[src/rtl/ex_muldiv_unit.sv]
// Iterative RV32M multiply/divide unit for the EX stage: radix-2 shift-add multiply,
// restoring divide, one bit per cycle, with pipeline stall request and abort.
module ex_muldiv_unit #(
  parameter int XLEN      = 32,
  parameter int CNT_WIDTH = 6
) (
  input  logic            clk,
  input  logic            rst,
  input  logic            start,
  input  logic [2:0]      funct3,
  input  logic [XLEN-1:0] op1,
  input  logic [XLEN-1:0] op2,
  input  logic            flush,
  output logic            stall_req,
  output logic            done,
  output logic [XLEN-1:0] result
);

  localparam logic [2:0] F_MUL    = 3'b000;
  localparam logic [2:0] F_MULH   = 3'b001;
  localparam logic [2:0] F_MULHSU = 3'b010;
  localparam logic [2:0] F_DIV    = 3'b100;
  localparam logic [2:0] F_REM    = 3'b110;

  typedef enum logic [1:0] {IDLE, CALC, DONE} state_t;

  function automatic logic [XLEN-1:0] cond_neg(input logic neg, input logic [XLEN-1:0] v);
    return neg ? (~v + 1'b1) : v;
  endfunction

  function automatic logic [2*XLEN-1:0] cond_neg_wide(input logic neg, input logic [2*XLEN-1:0] v);
    return neg ? (~v + 1'b1) : v;
  endfunction

  state_t                state, state_nxt;
  logic                  load, step, finish, spec_ld;
  logic [CNT_WIDTH-1:0]  cnt;
  // Low half holds the multiplier (multiply) or the dividend/quotient (divide).
  logic [2*XLEN-1:0]     acc;
  logic [XLEN:0]         rem;
  logic [XLEN-1:0]       mcand;
  logic [2:0]            f3;
  logic                  neg_res, neg_rem;

  logic signed [XLEN-1:0] op1_s, op2_s;
  logic                  signed_a, signed_b, a_neg, b_neg;
  logic [XLEN-1:0]       a_mag, b_mag;
  logic                  div_zero, div_ovf, special;
  logic [XLEN-1:0]       special_res;

  assign op1_s    = op1;
  assign op2_s    = op2;
  assign signed_a = (funct3 == F_MULH) || (funct3 == F_MULHSU) || (funct3 == F_DIV) || (funct3 == F_REM);
  assign signed_b = (funct3 == F_MULH) || (funct3 == F_DIV) || (funct3 == F_REM);
  assign a_neg    = signed_a && (op1_s < 0);
  assign b_neg    = signed_b && (op2_s < 0);
  assign a_mag    = cond_neg(a_neg, op1);
  assign b_mag    = cond_neg(b_neg, op2);
  assign div_zero = funct3[2] && (op2 == '0);
  assign div_ovf  = ((funct3 == F_DIV) || (funct3 == F_REM)) &&
                    (op1 == {1'b1, {(XLEN-1){1'b0}}}) && (op2 == '1);
  assign special  = div_zero || div_ovf;

  always_comb begin
    special_res = '0;
    if (div_zero) special_res = funct3[1] ? op1 : '1;
    else          special_res = funct3[1] ? '0 : op1;
  end

  // One iteration of multiply and divide, evaluated every cycle from the held state.
  logic [XLEN:0]     mul_sum;
  logic [2*XLEN-1:0] mul_nxt;
  logic [XLEN+1:0]   div_shift, div_trial;
  logic              div_ok;
  logic [XLEN:0]     rem_nxt;
  logic [XLEN-1:0]   quo_nxt;
  logic [2*XLEN-1:0] prod_fix;
  logic [XLEN-1:0]   fin_res;

  assign mul_sum   = {1'b0, acc[2*XLEN-1:XLEN]} + (acc[0] ? {1'b0, mcand} : '0);
  assign mul_nxt   = {mul_sum, acc[XLEN-1:1]};
  assign div_shift = {rem, acc[XLEN-1]};
  assign div_trial = div_shift - {2'b00, mcand};
  assign div_ok    = ~div_trial[XLEN+1];
  assign rem_nxt   = div_ok ? div_trial[XLEN:0] : div_shift[XLEN:0];
  assign quo_nxt   = {acc[XLEN-2:0], div_ok};
  assign prod_fix  = cond_neg_wide(neg_res, mul_nxt);

  always_comb begin
    fin_res = '0;
    if (!f3[2])      fin_res = (f3 == F_MUL) ? prod_fix[XLEN-1:0] : prod_fix[2*XLEN-1:XLEN];
    else if (!f3[1]) fin_res = cond_neg(neg_res, quo_nxt);
    else             fin_res = cond_neg(neg_rem, rem_nxt[XLEN-1:0]);
  end

  always_ff @(posedge clk or negedge rst) begin
    if (!rst) state <= IDLE;
    else      state <= state_nxt;
  end

  always_comb begin
    state_nxt = state;
    load      = 1'b0;
    step      = 1'b0;
    finish    = 1'b0;
    spec_ld   = 1'b0;
    stall_req = 1'b0;
    done      = 1'b0;
    case (state)
      IDLE: begin
        stall_req = rst && start;
        if (start && !flush) begin
          if (special) begin
            spec_ld   = 1'b1;
            state_nxt = DONE;
          end else begin
            load      = 1'b1;
            state_nxt = CALC;
          end
        end
      end
      CALC: begin
        stall_req = rst;
        if (flush) begin
          state_nxt = IDLE;
        end else begin
          step = 1'b1;
          if (cnt == CNT_WIDTH'(XLEN-1)) begin
            finish    = 1'b1;
            state_nxt = DONE;
          end
        end
      end
      DONE: begin
        done      = rst;
        state_nxt = IDLE;
      end
      default: state_nxt = IDLE;
    endcase
  end

  always_ff @(posedge clk or negedge rst) begin
    if (!rst) begin
      cnt     <= '0;
      acc     <= '0;
      rem     <= '0;
      mcand   <= '0;
      f3      <= '0;
      neg_res <= 1'b0;
      neg_rem <= 1'b0;
      result  <= '0;
    end else begin
      if (load || spec_ld) begin
        cnt     <= '0;
        acc     <= {{XLEN{1'b0}}, a_mag};
        rem     <= '0;
        mcand   <= b_mag;
        f3      <= funct3;
        neg_res <= a_neg ^ b_neg;
        neg_rem <= a_neg;
      end
      if (step) begin
        cnt <= cnt + 1'b1;
        rem <= rem_nxt;
        acc <= f3[2] ? {acc[2*XLEN-1:XLEN], quo_nxt} : mul_nxt;
      end
      if (finish)  result <= fin_res;
      if (spec_ld) result <= special_res;
    end
  end

endmodule

[config.mk]
export PLATFORM = sky130hd
export DESIGN_NAME = ex_muldiv_unit
export DESIGN_NICKNAME = d
export VERILOG_FILES = /design/src/rtl/ex_muldiv_unit.sv
export SDC_FILE = /design/constraint.sdc
export NUM_CORES = 1
export LEC_CHECK = 0
export CAP_MARGIN = 20
export CORE_AREA = 2 2 201 203
export DETAILED_ROUTE_END_ITERATION = 16
export DIE_AREA = 0 0 203 205
export DONT_BUFFER_PORTS = 1
export PLACE_DENSITY = 0.59
export SETUP_SLACK_MARGIN = 0.2
export SLEW_MARGIN = 15
export SYNTH_ARGS = -nofsm -noshare
export SYNTH_HDL_FRONTEND = slang
export SYNTH_SLANG_ARGS = --single-unit
[constraint.sdc]
create_clock -name clk -period 8.75 [get_ports clk]
set_input_delay 0.875 -clock clk [delete_from_list [all_inputs] [get_ports clk]]
set_output_delay 0.875 -clock clk [all_outputs]
set_load 0.01 [all_outputs]
# After elaboration in Yosys (flattened, before gate mapping)
# Cells that the tools add are included.
classes:
  n_addsub: 8
  n_lt_le_gt_ge: 2
  muxes: 40
  n_bitwise: 7
  reduce_logical: 23
  eq_ne: 12
op_table:
  columns: ["operator", "count"]
  rows:
  - ["two-way mux 32 bit", 13]
  - ["two-way mux 64 bit", 4]
  - ["adder 32 x 1 -> 32 bit (second input constant)", 4]
  - ["inverter 32 bit", 4]
  - ["two-way mux 33 bit", 3]
  - ["adder 64 x 1 -> 64 bit (second input constant)", 1]
  - ["equality test 32 bit (second input constant)", 2]
  - ["less-than comparator 32 x 1 -> 1 bit (second input constant)", 2]
  - ["inverter 64 bit", 1]
  - ["subtractor 34 x 32 -> 34 bit", 1]
  - ["adder 32 x 32 -> 33 bit", 1]
  - ["zero test 32 bit", 1]
  - ["two-way mux 1 bit", 12]
  - ["two-way mux 6 bit", 2]
  - ["logical OR 1 bit", 8]
  - ["two-way mux 2 bit", 4]
  - ["logical AND 1 bit", 7]
  - ["adder 6 x 1 -> 6 bit (second input constant)", 1]
  - ["equality test 3 bit (second input constant)", 2]
  - ["equality test 6 x 5 -> 1 bit (second input constant)", 1]
  - ["inequality test 2 bit (second input constant)", 2]
  - ["case mux 2 bit (2 select lines)", 1]
  - ["AND reduction 2 bit", 2]
  - ["nonzero test 2 bit", 2]
  - ["11 further kinds", 11]
word_totals:
  inputBits: 71
  elab_cells: 102
  output_inout_bits: 34
  register_bits: 174

# Depth between registers and ports, before layout
# Gate-level depths: netlist of run 1.
logic_depth:
  depth_word: 11
  depth_mapped: 23
  mapped_depth_nobuf: 20

# Worst setup path before layout of run 1
# No wires, ideal clock.
synth_path:
  path_kind: "reg2reg"
  startpoint: "register rem[8]"
  endpoint: "register result[24]"
  t_required_ns: 8.629
  synth_period_minus_slack_ns: 5.308
  setup_slack_ns: 3.442
  stages_incl_launch_ff: 22
  arrival_ns: 5.187
  path_buffers: 4
  setup_time_ns: 0.121
  path_cell_list: "dfrtp_1 ha_1 buf_2 nand4_1 or3_1 a2111oi_0 o31a_1 nor3_1 nor2_2 inv_2 buf_2 buf_2 buf_2 a21oi_1 ha_1 nand3_1 a2111oi_0 a41oi_1 o41ai_2 xor2_1 a211o_1 a32o_2"
synth_between:
  elab_chain_cells: 9
  elab_cells_between_ends: 13
  cone_classes: "add/sub (3); mux (7); bitwise (3)"
synth_lines:
  columns: ["element", "line_no", "text"]
  rows:
  - ["start: declaration", "40", "logic [XLEN:0] rem;"]
  - ["start signal: assignment", "164", "rem <= rem_nxt;"]
  - ["subtractor 34 x 32 -> 34 bit", "83", "assign div_trial = div_shift - {2'b00, mcand};"]
  - ["two-way mux 33 bit / inverter 1 bit (equally long branches)", "85, 84", null]
  - ["inverter 32 bit", "28", "return neg ? (~v + 1'b1) : v;"]
  - ["adder 32 x 1 -> 32 bit", "28", null]
  - ["two-way mux 32 bit", "28", null]
  - ["two-way mux 32 bit (*)", "92", "else if (!f3[1]) fin_res = cond_neg(neg_res, quo_nxt);"]
  - ["two-way mux 32 bit (*)", "91", "if (!f3[2]) fin_res = (f3 == F_MUL) ? prod_fix[XLEN-1:0] : prod_fix[2*XLEN-1:XLEN];"]
  - ["two-way mux 32 bit (*)", "167", "if (finish) result <= fin_res;"]
  - ["two-way mux 32 bit (*)", "168", "if (spec_ld) result <= special_res;"]
  - ["end signal: assignment", "167", null]
  - ["end signal: assignment", "168", null]
  - ["end: declaration", "16", "output logic [XLEN-1:0] result"]
# Every way passes the cells marked *; elsewhere a longest branch is shown, timed or not. The select of a mux whose other input is x is not followed.
# A chain may end at the register's enable or synchronous reset.

# Worst setup path in the final report of run 1
layout_path:
  startpoint: "register mcand[1]"
  endpoint: "register result[24]"
layout_between:
  elab_chain_cells: 9
  elab_cells_between_ends: 19
  cone_classes: "add/sub (5); mux (10); bitwise (4)"
layout_lines:
  columns: ["element", "line_no", "text"]
  rows:
  - ["start: declaration", "41", "logic [XLEN-1:0] mcand;"]
  - ["start signal: assignment", "157", "mcand <= b_mag;"]
  - ["two-way mux 32 bit / subtractor 34 x 32 -> 34 bit (equally long branches)", "80, 83", null]
  - ["adder 32 x 32 -> 33 bit (tied with other cells)", "80", "assign mul_sum = {1'b0, acc[2*XLEN-1:XLEN]} + (acc[0] ? {1'b0, mcand} : '0);"]
  - ["inverter 64 bit / inverter 32 bit (equally long branches)", "32, 28", null]
  - ["adder 64 x 1 -> 64 bit / adder 32 x 1 -> 32 bit (equally long branches)", "32, 28", null]
  - ["two-way mux 64 bit / two-way mux 32 bit (equally long branches)", "32, 28", null]
  - ["two-way mux 32 bit (on tied branches)", "91, 92", null]
  - ["two-way mux 32 bit (*)", "91", null]
  - ["two-way mux 32 bit (*)", "167", null]
  - ["two-way mux 32 bit (*)", "168", null]
# Marked as above.

==> flow_metrics.py, run 1 <==
metrics = {
    "yosys": {
        "yosysUniqueCellTypes": 96,
        "synth_area_leaders": "dfrtp_1, o21ai_0, nand2_1",
        "synth-seq-area-share_pct": 24.9,
        "ys_seq_elements": 174,
        "ys_top_cells_by_count": "nand2_1, o21ai_0, nor2_1",
        "yosysTopAreaCellShare_pct": 24.9,
        "synthArstFlopShare_pct": 100,
        "syn_avg_cell_area_um2": 7.39,
        "synth_flop_cell": "dfrtp_1",
        "synth-edff-count": 0,
        "synth_cells": 2363,
        "synth_nets": 2507,
        "synth_area_mm2": 0.0175,
        "synth_area_leader_cell": "dfrtp_1",
        "yosysMostFrequentCell": "nand2_1",
        "yosysWarnings": 0,
    },
    "worst_setup_path": {
        "critPathMaxFanout": 7,
        "r2r_end": "result[24]",
        "critPathBufInv": 2,
        "reg2reg_slack_ns": 2.72,
        "path_cells": "inv_1 > ha_1 > nor2b_1 > o2111ai_1 > a2111oi_0 > o31a_1 > nor3_1 > nor2_4 > inv_2 > mux2i_1 > ha_1 > nand3_1 > a2111oi_0 > a41oi_1 > o41ai_2 > xor2_1 > a211o_1 > a32o_2",
        "crit-reg2reg-launch": "mcand[1]",
        "path_delay_family": "compound AO/OA/AOI/OAI gates",
        "start_kind": "register",
        "path_class": "reg -> reg",
        "critical_path.max_stage_delay_ns": 0.68,
        "worstPathArrival_ns": 6.40,
        "cp_slowest_cell": "o2111ai_1",
        "r2r_cells": 18,
        "end_kind": "register",
        "worst-endpoint-required_ns": 9.12,
    },
    "sta": {
        "rsz0062_at_grt": "no",
        "tightest_slew_ns": 1.11,
        "final.setup.tns_ns": 0,
        "hold_viol": 0,
        "max_freq_mhz": 166,
        "drv_slew": 0,
        "setup_ws_ns": 2.72,
        "setup_violations": 0,
        "worst_slew_margin_rel_pct": 25.7,
        "period_share_pct": 68.9,
        "holdWs_ns": 0.108,
        "skew_ns": 0.0142,
        "fin_crit_ns": 6.03,
    },
    "cts": {
        "cts.sinks": 174,
        "cts_tree": "done",
        "cts-buffers-inserted": 17,
        "ctsResizeCount": 0,
        "insertion_delay_ns": 0.48,
        "hold_buffers": 0,
        "postCtsSetupBuffers": 0,
        "cts_htree_levels": 4,
        "root_buffer": "clkbuf_16",
        "clk_pin_slew_ns": 0.08,
        "clk_path_buf_depth": 2,
    },
    "drt": {
        "drt_iter0_drc": 1768,
        "drc": 0,
        "vias_per_cell": 6.42,
        "wire_per_inst_um": 24.2,
        "vias": 17900,
        "routed_wirelength_um": 67400,
        "drt_pre_antenna_iters": 6,
        "ant_nets": 0,
    },
    "final_layout": {
        "final_layout_size_suffix_gt1_share_pct": 4.53,
        "area_growth_pct": 4.63,
        "nets": 2385,
        "final_area_mm2": 0.0183,
    },
    "floorplan": {
        "die_w_um": 203,
        "ioPinCount": 105,
        "die_area_mm2": 0.0416,
        "start_util_pct": 44.4,
        "rows": 73,
        "core_area_mm2": 0.0394,
        "die_y_um": 205,
    },
    "pwr": {
        "combPwrFrac_pct": 63.5,
        "seq_power_share_pct": 21.8,
        "ir_worst_vdd_v": 0.000186,
        "pwr-share-clk_pct": 14.6,
        "fin_total_pwr_mw": 5.60,
        "pwr_density_cell_mw_per_mm2": 307,
        "p_int_mw": 2.59,
        "swShare_pct": 53.8,
        "p_sw_mw": 3.02,
        "leakagePower_nw": 7.57,
    },
    "global_route": {
        "grt_max_degree": 177,
        "antenna_found_initial": 1,
        "grt_pass1_vias": 16500,
        "grt_usage_pct": 32.3,
        "grt-ovfl-total": 0,
        "grt_pass1_wl_um": 103000,
    },
    "min_path": {
        "hp-class": "in -> async",
    },
    "place": {
        "io_buffers": 0,
        "place_area_mm2": 0.0177,
        "dp_hpwl_um": 51100,
        "gp_congestion": 0.975,
        "place_ws_ns": 2.95,
    },
    "outcome": {
        "status": "completed",
    },
    "job": {
        "drv_cap": 0,
    },
}
-- worst reg2reg max path, stage by stage, from the launching register on --
cell and delay [ns]:
dfrtp_1 0.39, inv_1 0.24, ha_1 0.29, nor2b_1 0.15, o2111ai_1 0.68, a2111oi_0 0.27, o31a_1 0.35, nor3_1 0.61
nor2_4 0.06, inv_2 0.11, mux2i_1 0.32, ha_1 0.30, nand3_1 0.12, a2111oi_0 0.54, a41oi_1 0.31, o41ai_2 0.47
xor2_1 0.14, a211o_1 0.32, a32o_2 0.26
-- cells in the final DEF, fill, tap and decap left out, drive strengths merged, types with 38 or more instances in the layout --
| master | count |
|---|---|
| a21oi | 168 |
| dfrtp | 174 |
| ha | 71 |
| inv | 77 |
| mux2i | 62 |
| nand2 | 331 |
| nand3 | 75 |
| nand4 | 40 |
| nor2 | 182 |
| nor3 | 42 |
| o211ai | 61 |
| o21ai | 287 |
| or3 | 38 |
| xnor2 | 111 |
| xor2 | 104 |
-- sequential cells by signal, summed over array words and instances (netlist names) --
signal	count
acc	64
rem	33
mcand	32
result	32
cnt	6
f3	3
state	2
neg_rem	1
neg_res	1
-- kinds of logic (layout without fill, tap and decap cells) --
kind of cell / after synthesis / after routing / synth area share, %
buf+inv: 237 / 128 / 5.32
flops: 174 / 174 / 24.9
compound gates: 754 / 754 / 26.9
mux: 65 / 65 / 3.75
xor+xnor: 215 / 215 / 10.8
other cells: 0 / 2 / 0
fa+ha+maj: 74 / 74 / 5.37
simple gates: 844 / 844 / 22.9
-- stage by stage --
stage,instances,utilization (%)
after floorplan,2363,-
after global placement,2747,44.9
after detailed placement,2747,44.9
after CTS,2779,46.4
after global routing,2779,46.4
final,2781,46.4
-- how the worst max path moves through the flow --
stage	startpoint	end	slack, ns	cells past startpoint
finish	mcand[1]	result[24]	2.72	18
global placement	mcand[3]	result[24]	3.06	18
global route	rem[2]	result[18]	2.47	19
detailed placement	mcand[3]	result[24]	2.95	18
CTS	mcand[3]	result[24]	2.91	18
floorplan	rem[8]	result[24]	3.44	21
-- area by class of cell --
cell class / instances / area [um2]
clock inverters: 11 / 131
well taps: 525 / 657
clock buffers: 21 / 460
multi-input cells: 1952 / 12200
repair buffers: 22 / 165
diodes: 2 / 5.00
inverters: 74 / 278
flip-flops and latches: 174 / 4360
fillers: 4048 / 21100
-- power groups by stage --
| stage | registers, mW | logic [mW] | clock network, mW |
|---|---|---|---|
| after global placement | 1.23 | 3.43 | 0 |
| after CTS | 1.21 | 3.47 | 0.832 |
| after floorplan | 1.06 | 2.56 | 0 |
| final | 1.22 | 3.56 | 0.820 |
| after detailed placement | 1.23 | 3.45 | 0 |
| after global routing | 1.25 | 3.83 | 0.857 |
-- layer usage --
layer	GRT usage (%)	vias to the layer above	routed length [um]
met2	48.8	847	29000
met3	5.90	122	5760
li1	-	8291	-
met4	14.6	0	2950
met5	0	-	0
met1	44.7	8602	29700
Power figures use the tool's default switching activity.
==> run 2, diff against run 1 <==
==> constraint.sdc (replaced) <==
create_clock -name clk -period 5.8 [get_ports clk]
set_input_delay 0.58 -clock clk [delete_from_list [all_inputs] [get_ports clk]]
set_output_delay 0.58 -clock clk [all_outputs]
set_load 0.01 [all_outputs]
==> run 2 against run 1 <==
Net effect:
- clock power up 49%
- first-iteration DRC count up 14%
- clock-buffer cell count down 1
- power up 55%
- global-route usage up 0.70 points
- cell count up 1.1%
- non-clock buffer count up 32
- combinational power up 57%
- setup slack worse by 2.4 ns
- wire length up 0.93%
==> flow_metrics.py, run 2 (synthesized netlist as in run 1, its figures left out) <==
metrics = {
    "cts": {
        "root_buffer": "clkbuf_16",
        "insertion_delay_ns": 0.51,
        "clk_pin_slew_ns": 0.08,
        "clk_path_buf_depth": 2,
        "cts.sinks": 174,
        "cts_htree_levels": 4,
        "cts-buffers-inserted": 17,
        "cts_tree": "done",
    },
    "sta": {
        "worst_slew_margin_rel_pct": 26.6,
        "max_freq_mhz": 182,
        "fin_crit_ns": 5.49,
        "tightest_slew_ns": 1.10,
        "skew_ns": 0.0162,
        "hold_viol": 0,
        "drv_slew": 0,
        "rsz0062_at_grt": "no",
        "period_share_pct": 94.7,
        "final.setup.tns_ns": 0,
        "setup_violations": 0,
    },
    "final_layout": {
        "mostFrequentLayoutCells": "nand2_1, o21ai_0, nor2_1",
        "largest_reg_flops": 64,
        "finalNonFillerCells": 2811,
        "nets": 2417,
        "antenna_cells": 0,
        "final_layout_size_suffix_gt1_share_pct": 6.56,
        "regMostFlops": "acc",
        "largestRegisters": "acc (64), rem (33)",
        "final_common_cell": "nand2_1",
        "area_growth_pct": 6.48,
        "register_area_mm2": 0.00436,
        "n_fill_cell": 3978,
        "multi_input_area_mm2": 0.0123,
    },
    "outcome": {
        "status": "completed",
    },
    "drt": {
        "wire_per_inst_um": 24.2,
        "drt_iter0_drc": 2020,
        "routed_wirelength_um": 68100,
        "drt_pre_antenna_iters": 8,
        "highest-signal-layer": "met5",
        "wl_met1_um": 30100,
        "dr_wl_met2_um": 29500,
        "drc": 0,
        "vias": 17900,
        "vias_per_cell": 6.38,
        "wl_met3_um": 5500,
        "ant_nets": 0,
    },
    "worst_setup_path": {
        "start_kind": "register",
        "worstPathArrival_ns": 5.94,
        "crit-reg2reg-launch": "acc[0]",
        "reg2reg_slack_ns": 0.31,
        "end_kind": "register",
        "cp_slowest_cell": "or4_1",
        "critPathMaxFanout": 19,
        "worst-endpoint-required_ns": 6.25,
        "critPathLaunch": "acc[0]",
        "path_cells": "clkinvlp_4 > buf_4 > buf_4 > nor2_1 > ha_1 > a21oi_1 > o21ai_0 > or4_1 > nor3_1 > or4_1 > a21boi_0 > buf_4 > nand4b_1 > o31ai_1 > xnor2_1 > a221oi_1 > a21o_1",
        "r2r_cells": 17,
        "path_class": "reg -> reg",
        "critical_path.max_stage_delay_ns": 0.55,
        "r2r_end": "result[30]",
        "crit_top_cell": "buf_4",
    },
    "global_route": {
        "grt-ovfl-total": 0,
        "grt_usage_pct": 33.0,
        "antenna_found_initial": 2,
        "grt_max_degree": 175,
        "grt_pass1_vias": 16800,
        "grt_pass1_wl_um": 104000,
    },
    "floorplan": {
        "ioPinCount": 105,
        "die_area_mm2": 0.0416,
        "die_w_um": 203,
        "die_y_um": 205,
        "start_util_pct": 44.4,
        "rows": 73,
        "core_area_mm2": 0.0394,
    },
    "job": {
        "drv_cap": 0,
    },
    "place": {
        "dp_hpwl_um": 52200,
        "io_buffers": 0,
        "post-place-cells": 2774,
        "gp_congestion": 0.960,
    },
    "pwr": {
        "leakagePower_nw": 7.76,
        "fin_total_pwr_mw": 8.66,
        "ir_worst_vdd_v": 0.000283,
        "pwr_density_cell_mw_per_mm2": 466,
    },
    "min_path": {
        "hp-class": "in -> async",
    },
}
[run 2: cell count changes in the layout (fill, tap and decap cells not counted), sizes merged]
cell,change
buf,+32
inv,+2
bufinv,-1
clkinv,+4
clkbuf,-1
clkinvlp,-4
diode,-2
[run 2: layer usage]
| layer | up-vias | GRT usage (%) |
|---|---|---|
| li1 | 8379 | - |
| met1 | 8659 | 45.3 |
| met2 | 769 | 50.5 |
| met3 | 121 | 6.09 |
| met4 | 2 | 14.4 |
| met5 | - | 0 |
[run 2: power by group]
group	switching (mW)	total, mW	leakage (nW)	internal (mW)
combinational	3.67	5.59	5.19	1.92
sequential	0.399	1.85	2.27	1.45
clock	0.589	1.22	0.290	0.635
[run 2: final cells by class]
cell class	count	area share, %
Multi-Input combinational cell	1952	66.1
Tap cell	525	3.53
Clock buffer	20	2.51
Sequential cell	174	23.4
Clock inverter	12	0.666
Timing Repair Buffer	54	2.29
Inverter	74	1.51
[run 2: worst max path at each step]
stage | end | slack, ns | cells after the start
2_1_floorplan | result[24] | 0.49 | 21
3_3_place_gp | result[31] | 0.15 | 19
3_5_place_dp | result[24] | 0.09 | 17
4_1_cts | result[24] | 0.18 | 17
5_1_grt | result[24] | 0.19 | 17
6_report | result[30] | 0.31 | 17
[run 2: through the flow]
step | setup slack, ns | instance area [um2] | hold WS (ns) | util [%]
final | 0.309 | 18600 | 0.0805 | 47.2
after global routing | 0.194 | 18600 | 0.175 | 47.2
after CTS | 0.178 | 18500 | 0.163 | 47.1
after detailed placement | 0.0937 | 17900 | 0.293 | 45.4
after global placement | 0.146 | 17900 | 0.295 | 45.4
after floorplan | 0.492 | 17500 | 0.284 | -
[run 2: what timing repair did]
item | CTS | global route
pin swaps | 0 | 1
gates resized for setup | 3 | 14
setup endpoints to repair | 3 | 19
setup buffers | 4 | 0
hold endpoints to repair | 174 | 0
hold buffers | 1 | 0
[run 2: critical path: cells and delay by family, from the launching register on]
family	cells	cell delay, ns
adder cells (fa/ha/maj)	1	0.40
XOR/XNOR	1	0.21
buffers and inverters	4	0.88
flip-flops	1	0.53
AO/OA/AOI/OAI	6	1.91
AND/OR/NAND/NOR	5	1.48
==> run 3, diff against run 2 <==
--- a/config.mk
+++ b/config.mk
@@ -12,6 +12,7 @@
 export DONT_BUFFER_PORTS = 1
 export PLACE_DENSITY = 0.59
 export SETUP_SLACK_MARGIN = 0.2
+export SKIP_CTS_REPAIR_TIMING = 1
 export SLEW_MARGIN = 15
 export SYNTH_ARGS = -nofsm -noshare
 export SYNTH_HDL_FRONTEND = slang
==> constraint.sdc (replaced) <==
create_clock -name clk -period 5.8 [get_ports clk]
set_input_delay 0.58 -clock clk [delete_from_list [all_inputs] [get_ports clk]]
set_output_delay 0.58 -clock clk [all_outputs]
set_load 0.05 [all_outputs]
==> run 3 against run 2 <==
Net effect:
- wire length up 0.83%
- clock power hardly changed
- critical path depth down 2
- hold slack better by 0.035 ns
- final area barely moved
- largest cell class unchanged
- largest power group unchanged
==> flow_metrics.py, run 3 (synthesized netlist as in run 1, its figures left out) <==
metrics = {
    "outcome": {
        "status": "completed",
    },
    "place": {
        "gp_congestion": 0.964,
        "io_buffers": 0,
        "dp_hpwl_um": 52500,
        "post-place-cells": 2776,
    },
    "pwr": {
        "pwr_density_cell_mw_per_mm2": 467,
        "fin_total_pwr_mw": 8.67,
        "ir_worst_vdd_v": 0.000283,
        "leakagePower_nw": 7.75,
    },
    "final_layout": {
        "final_layout_size_suffix_gt1_share_pct": 6.51,
        "largest_reg_flops": 64,
        "largestRegisters": "acc (64), rem (33)",
        "antenna_cells": 0,
        "finalNonFillerCells": 2814,
        "area_growth_pct": 6.38,
        "mostFrequentLayoutCells": "nand2_1, o21ai_0, nor2_1",
        "regMostFlops": "acc",
        "finish.utilization_pct": 47.2,
        "nets": 2420,
        "final_common_cell": "nand2_1",
    },
    "drt": {
        "wl_met3_um": 5750,
        "drc": 0,
        "wl_met1_um": 30200,
        "wire_per_inst_um": 24.4,
        "dr_wl_met2_um": 29700,
        "vias_per_cell": 6.47,
        "highest-signal-layer": "met4",
        "ant_nets": 0,
        "drt_pre_antenna_iters": 6,
        "routed_wirelength_um": 68600,
        "drt_iter0_drc": 2164,
        "vias": 18200,
    },
    "floorplan": {
        "start_util_pct": 44.4,
        "rows": 73,
        "die_y_um": 205,
        "die_w_um": 203,
        "ioPinCount": 105,
        "die_area_mm2": 0.0416,
        "core_area_mm2": 0.0394,
    },
    "cts": {
        "cts_htree_levels": 4,
        "cts_tree": "done",
        "clk_pin_slew_ns": 0.08,
        "root_buffer": "clkbuf_16",
        "insertion_delay_ns": 0.51,
        "cts.sinks": 174,
        "cts-buffers-inserted": 17,
        "clk_path_buf_depth": 2,
    },
    "min_path": {
        "hp-class": "in -> async",
    },
    "worst_setup_path": {
        "r2r_end": "result[30]",
        "reg2reg_slack_ns": 0.38,
        "r2r_cells": 15,
        "critPathMaxFanout": 10,
        "critPathLaunch": "acc[0]",
        "crit-reg2reg-launch": "acc[0]",
        "start_kind": "register",
        "worstPathArrival_ns": 5.87,
        "path_class": "reg -> reg",
        "end_kind": "register",
        "worst-endpoint-required_ns": 6.24,
    },
    "sta": {
        "final.setup.tns_ns": 0,
        "fin_crit_ns": 5.42,
        "skew_ns": 0.0186,
        "period_share_pct": 93.5,
        "rsz0062_at_grt": "yes",
        "drv_slew": 0,
        "max_freq_mhz": 184,
        "hold_viol": 0,
        "tightest_slew_ns": 1.11,
        "setup_violations": 0,
        "worst_slew_margin_rel_pct": 26.3,
    },
    "job": {
        "drv_cap": 0,
    },
    "global_route": {
        "grt-ovfl-total": 0,
        "grt_usage_pct": 33.1,
        "grt_pass1_vias": 17100,
        "grt_pass1_wl_um": 105000,
        "antenna_found_initial": 1,
        "grt_max_degree": 177,
    },
}
## run 3: changes by cell type in the layout (fill, tap and decap cells not counted), sizes merged
cell | previous run | this run
buf | 54 | 57
inv | 79 | 76
clkinv | 4 | 5
clkinvlp | 2 | 4
## run 3: worst max path at each step
stage | endpoint | cells after the start
after floorplan | result[24] | 21
after global placement | result[31] | 19
after detailed placement | result[31] | 16
after CTS | result[31] | 16
after global routing | result[24] | 18
final | result[30] | 15
## run 3: report_power, final
part | internal [mW] | switching [mW]
Clock | 0.615 | 0.580
Sequential | 1.45 | 0.396
Combinational | 1.93 | 3.70
## run 3: worst max-delay path: stages (launching register included)
cell	delay [ns]
dfrtp_2	0.55
clkinvlp_4	0.17
buf_4	0.20
nor2_1	0.25
ha_1	0.29
a211oi_1	0.44
o211ai_1	0.29
and2_1	0.26
mux2_2	0.28
or4_1	0.64
nor4_2	0.51
nand4_1	0.30
o31ai_1	0.41
xnor2_1	0.22
a221oi_1	0.37
a21o_1	0.17
## run 3: cell type report
cell class	count	area, um2
clock buffer	20	457
clock inverter	12	111
fill	4060	20800
inverter	74	282
multi-input combinational	1952	12300
sequential	174	4360
tap	525	657
timing repair buffer	57	448
## run 3: per-stage QoR
step	setup WS, ns	cell area, um2	hold WS, ns
after global placement	0.0817	17900	0.296
after detailed placement	0.0869	17900	0.295
after floorplan	0.492	17500	0.284
final	0.379	18600	0.115
after CTS	0.0659	18500	-0.250
after global routing	0.108	18600	0.180
## run 3: routing by layer
| metal | vias to the layer above | track usage (%) |
|---|---|---|
| li1 | 8374 | - |
| met2 | 881 | 50.6 |
| met1 | 8827 | 45.6 |
| met4 | 0 | 14.5 |
| met5 | - | 0 |
| met3 | 132 | 5.97 |
